[src/rtl/fc_mac_arbiter.sv]
// Round-robin arbiter/sequencer that shares one MAC datapath among NREQ clients.
// Each grant runs clear -> N operand beats -> L-cycle drain -> held response.
module fc_mac_arbiter #(
  parameter int NREQ = 4,
  parameter int T    = 16,
  parameter int N    = 8,
  parameter int L    = 3,
  localparam int IDW = (NREQ > 1) ? $clog2(NREQ) : 1
) (
  input  logic              clk,
  input  logic              reset,
  input  logic [NREQ-1:0]   req_valid,
  output logic [NREQ-1:0]   req_ready,
  input  logic [NREQ*T-1:0] req_x,
  input  logic [NREQ*T-1:0] req_w,
  output logic [NREQ-1:0]   grant,
  output logic              dp_clear,
  output logic              dp_en,
  output logic [T-1:0]      dp_x,
  output logic [T-1:0]      dp_w,
  input  logic [T-1:0]      dp_result,
  output logic              rsp_valid,
  input  logic              rsp_ready,
  output logic [T-1:0]      rsp_data,
  output logic [IDW-1:0]    rsp_id
);

  localparam int BCW = $clog2(N + 1);
  localparam int DCW = $clog2(L + 1);

  typedef enum logic [2:0] {
    S_IDLE,
    S_CLEAR,
    S_STREAM,
    S_DRAIN,
    S_RESP
  } state_t;

  state_t         state_q, state_d;
  logic [IDW-1:0] ptr_q, ptr_d;
  logic [IDW-1:0] win_q, win_d;
  logic [BCW-1:0] beat_cnt_q, beat_cnt_d;
  logic [DCW-1:0] drain_cnt_q, drain_cnt_d;
  logic [T-1:0]   rsp_data_q, rsp_data_d;
  logic [IDW-1:0] rsp_id_q, rsp_id_d;

  logic           pick_found;
  logic [IDW-1:0] pick_idx;
  logic [IDW-1:0] cand;
  logic [NREQ-1:0] win_oh;
  logic           accept;

  // First requester at or above ptr, wrapping modulo NREQ (not modulo 2^IDW).
  always_comb begin
    pick_found = 1'b0;
    pick_idx   = '0;
    cand       = '0;
    for (int unsigned i = 0; i < NREQ; i++) begin
      cand = IDW'((32'(ptr_q) + i) % NREQ);
      if (!pick_found && req_valid[cand]) begin
        pick_found = 1'b1;
        pick_idx   = cand;
      end
    end
  end

  always_comb begin
    win_oh        = '0;
    win_oh[win_q] = 1'b1;
  end

  assign accept = (state_q == S_STREAM) && req_valid[win_q];

  always_comb begin
    state_d     = state_q;
    ptr_d       = ptr_q;
    win_d       = win_q;
    beat_cnt_d  = beat_cnt_q;
    drain_cnt_d = drain_cnt_q;
    rsp_data_d  = rsp_data_q;
    rsp_id_d    = rsp_id_q;
    unique case (state_q)
      S_IDLE: begin
        if (pick_found) begin
          win_d   = pick_idx;
          state_d = S_CLEAR;
        end
      end
      S_CLEAR: begin
        beat_cnt_d = '0;
        state_d    = S_STREAM;
      end
      S_STREAM: begin
        if (accept) begin
          beat_cnt_d = beat_cnt_q + 1'b1;
          if (beat_cnt_q == BCW'(N - 1)) begin
            drain_cnt_d = '0;
            state_d     = S_DRAIN;
          end
        end
      end
      S_DRAIN: begin
        if (drain_cnt_q == DCW'(L - 1)) begin
          rsp_data_d = dp_result;
          rsp_id_d   = win_q;
          state_d    = S_RESP;
        end else begin
          drain_cnt_d = drain_cnt_q + 1'b1;
        end
      end
      S_RESP: begin
        if (rsp_ready) begin
          ptr_d   = (int'(win_q) == NREQ - 1) ? '0 : win_q + 1'b1;
          state_d = S_IDLE;
        end
      end
      default: state_d = S_IDLE;
    endcase
  end

  always_ff @(posedge clk) begin
    if (!reset) begin
      state_q     <= S_IDLE;
      ptr_q       <= '0;
      win_q       <= '0;
      beat_cnt_q  <= '0;
      drain_cnt_q <= '0;
      rsp_data_q  <= '0;
      rsp_id_q    <= '0;
    end else begin
      state_q     <= state_d;
      ptr_q       <= ptr_d;
      win_q       <= win_d;
      beat_cnt_q  <= beat_cnt_d;
      drain_cnt_q <= drain_cnt_d;
      rsp_data_q  <= rsp_data_d;
      rsp_id_q    <= rsp_id_d;
    end
  end

  always_comb begin
    grant     = (state_q != S_IDLE) ? win_oh : '0;
    req_ready = (state_q == S_STREAM) ? win_oh : '0;
    dp_clear  = (state_q == S_CLEAR);
    dp_en     = accept;
    dp_x      = accept ? req_x[int'(win_q)*T +: T] : '0;
    dp_w      = accept ? req_w[int'(win_q)*T +: T] : '0;
    rsp_valid = (state_q == S_RESP);
    rsp_data  = rsp_data_q;
    rsp_id    = rsp_id_q;
  end

endmodule

[config.mk]
export PLATFORM = sky130hd
export DESIGN_NAME = fc_mac_arbiter
export DESIGN_NICKNAME = d
export VERILOG_FILES = /design/src/rtl/fc_mac_arbiter.sv
export SDC_FILE = /design/constraint.sdc
export NUM_CORES = 1
export LEC_CHECK = 0
export CAP_MARGIN = 20
export CORE_UTILIZATION = 29
export CTS_CLUSTER_DIAMETER = 100
export DETAILED_ROUTE_END_ITERATION = 16
export PLACE_DENSITY_LB_ADDON = 0.12
export SLEW_MARGIN = 40
export SYNTH_ARGS = -nofsm -noshare
export SYNTH_HDL_FRONTEND = slang
export SYNTH_SLANG_ARGS = --single-unit
[constraint.sdc]
create_clock -name clk -period 1.8 [get_ports clk]
set_input_delay 0.18 -clock clk [delete_from_list [all_inputs] [get_ports clk]]
set_output_delay 0.18 -clock clk [all_outputs]
set_load 0.02 [all_outputs]
==> flow_summary.ini <==
[clock_tree]
cts_root_cell = sky130_fd_sc_hd__clkbuf_8
clock_latency_ns = 0.28
path_clk_slew_ns = 0.07
cts-root-to-sink-buffers = 2
cts.sink_count = 31
clock_tree_from_tritoncts = built
h-tree-depth = 2
cts-buffers-inserted = 5

[synth]
synth-seq-cells = 31
synthesis.nets = 412
library_cell_with_the_largest_summed_area_after_synthesis = sky130_fd_sc_hd__mux4_2
synth-async-reset-ratio = 0
synth_cells = 255
post_synth_instance_area_sq_um = 2430
synth_edf_count = 0
yosysUniqueCellTypes = 33
synth_area_per_cell_sq_um = 9.53
post_synth_most_frequent_cells = sky130_fd_sc_hd__nand2_1, sky130_fd_sc_hd__and3_1, sky130_fd_sc_hd__mux4_2
cell_types_occupying_the_most_area_after_synthesis = sky130_fd_sc_hd__mux4_2, sky130_fd_sc_hd__dfxtp_1, sky130_fd_sc_hd__and3_1
yosys.cell_count.top_type = sky130_fd_sc_hd__nand2_1
synthFlopType = sky130_fd_sc_hd__dfxtp_1
synth-seq-area-share = 0.255
synth_largest_type_area_fraction = 0.306
yosys_warnings = 0

[drt]
vias = 3008
drtAntennaViolNets = 0
drt_iter0_drc = 84
avgRoutedWirePerCell_um = 16.9
drt_first_pass_iters = 4
finalWirelength_mm = 10.2
route.detailed.vias_per_inst = 5.00
drc = 0

[global_routing]
groute.usage.overall = 0.225
globalRouteOverflowTotal = 0
grt_start_max_net_pins = 42
grt_pass1_vias = 2869
grt_pass1_wl_mm = 14.9
antenna_violations_before_repair = 0

[sta]
timing.final.setup_violations = 34
slew-limit-headroom = 0.771
final-max-slew-violation-count = 0
clock_skew_ns = 0.00708
grt_setup_unrepaired = yes
final_hold_viol_count = 0
fin_ws_ns = -0.221
final.setup.tns_ns = -5.33
fin_crit_sh = 1.12
max_freq_mhz = 495
layout_min_cycle_time_ns = 2.02
worst_pin_slew_ns = 0.341

[die]
die-area_sq_um = 8750
dieWidth_um = 93.5
start_util = 0.297
die_y_um = 93.5
core_region_area_sq_um = 8180
std_cell_rows = 33
num_io_pins = 212

[placed_design]
post-dp-hpwl_mm = 8.01
gp_congestion = 0.928
port_buffers = 211
place_inst = 577

[power_and_ir_drop]
largest_voltage_drop_on_the_vdd_net_mv = 0.422
power_density_nw_per_um2 = 442
leakage_nw = 2.06
total_power_mw = 2.30

[critical_path]
worstSetupPathType = reg2out
worstPathRequired_ns = 1.62
crit_arrival_ns = 1.84
timing.critical_path.fanout_max = 7
startpoint_type = flop
worstSetupEndpointType = primary output
regToRegSetupSlack_ns = -0.05

[cells_and_area]
syn2layout_area_growth_pct = 114
insertedDiodeCount = 0
final-instance-count-excl-fill = 601
share_of_layout_cells_above_drive_strength_1 = 0.315
fin_nets = 652

[run_status]
run_status = complete, but fails checks
violations = negative setup slack

[flow_run]
maxCapViolCount = 0

[hold_path]
hold_path.class = in2reg
cells in the final DEF, fill, tap and decap left out, drive strengths merged:
master / instances
ha: 6
and2: 5
xor2: 3
a211o: 1
nor3b: 3
a2111oi: 1
and3: 36
dlygate4sd2: 2
inv: 8
clkinv: 2
nand2b: 5
nor2: 11
clkdlybuf4s50: 168
or4: 1
mux4: 33
mux2i: 3
nand3: 5
and2b: 2
nor4: 2
nand3b: 1
clkbuf: 10
buf: 81
nand2: 41
a21oi: 25
o32ai: 1
dfxtp: 31
nand4b: 1
o21ai: 1
o22ai: 2
nor2b: 4
nor3: 1
worst max-delay path, cell delays in order, from the launching register on:
cell	delay, ns
sky130_fd_sc_hd__dfxtp_4	0.38
sky130_fd_sc_hd__mux4_2	0.61
sky130_fd_sc_hd__buf_8	0.18
sky130_fd_sc_hd__buf_6	0.11
sky130_fd_sc_hd__and3_4	0.16
sky130_fd_sc_hd__buf_6	0.12
logic make-up (layout without fill, tap and decap cells):
family | Yosys count | count (layout) | synth area share
adder cells (fa/ha/maj) | 6 | 6 | 0.0309
multiplexers | 36 | 36 | 0.318
buffers and inverters | 30 | 271 | 0.0541
AO/OA/AOI/OAI | 31 | 31 | 0.0721
flip-flops | 31 | 31 | 0.255
XOR/XNOR | 3 | 3 | 0.0108
AND/OR/NAND/NOR | 118 | 118 | 0.258
layout make-up:
| class | instances | area [sq um] |
|---|---|---|
| clock buffer | 7 | 76.3 |
| clock inverter | 1 | 5.00 |
| fill | 691 | 2970 |
| inverter | 9 | 33.8 |
| multi-input combinational | 194 | 1810 |
| sequential | 31 | 626 |
| tap | 105 | 131 |
| timing repair buffer | 254 | 2520 |
where the power goes:
part           total [mW]  internal [mW]  switching [mW]
Clock               0.513          0.271           0.242
Sequential          0.713          0.699          0.0136
Combinational        1.08          0.696           0.382
flip-flops by register name (all words and copies together) (netlist names):
signal	cells
rsp_id	2
beat_cnt_q	4
win_q	2
drain_cnt_q	2
ptr_q	2
state_q	3
rsp_data	16
per-layer routing:
metal	part of all wire	global-route usage
met5	0	0
met4	0.032	0.0769
met3	0.081	0.0577
met2	0.50	0.411
met1	0.38	0.251
worst paths after layout:
check               startpoint              to  cells past startpoint
setup / recovery      win_q[0]         dp_x[6]                      5
hold / removal    dp_result[6]     rsp_data[6]                      3
setup reg to reg      win_q[0]  drain_cnt_q[0]                      7
hold reg to reg    rsp_data[9]     rsp_data[9]                      2
through the flow:
step	hold slack [ns]	cell area, sq um	setup slack (ns)	utilization
after floorplan	0.316	2430	0.0371	-
after global placement	0.441	4850	-0.412	0.593
after detailed placement	0.448	4850	-0.424	0.593
after CTS	0.435	4830	-0.275	0.591
after global routing	0.444	5210	-0.271	0.637
final	0.438	5210	-0.221	0.637
what timing repair did:
item / in CTS / in global routing
setup buffers: 5 / 10
resized for setup: 163 / 91
hold buffers: 0 / 0
pin swaps: 1 / 11
endpoints found under the setup margin: 44 / 46
cloned: 0 / 2
Note: power is estimated with default switching activity, not from simulation.
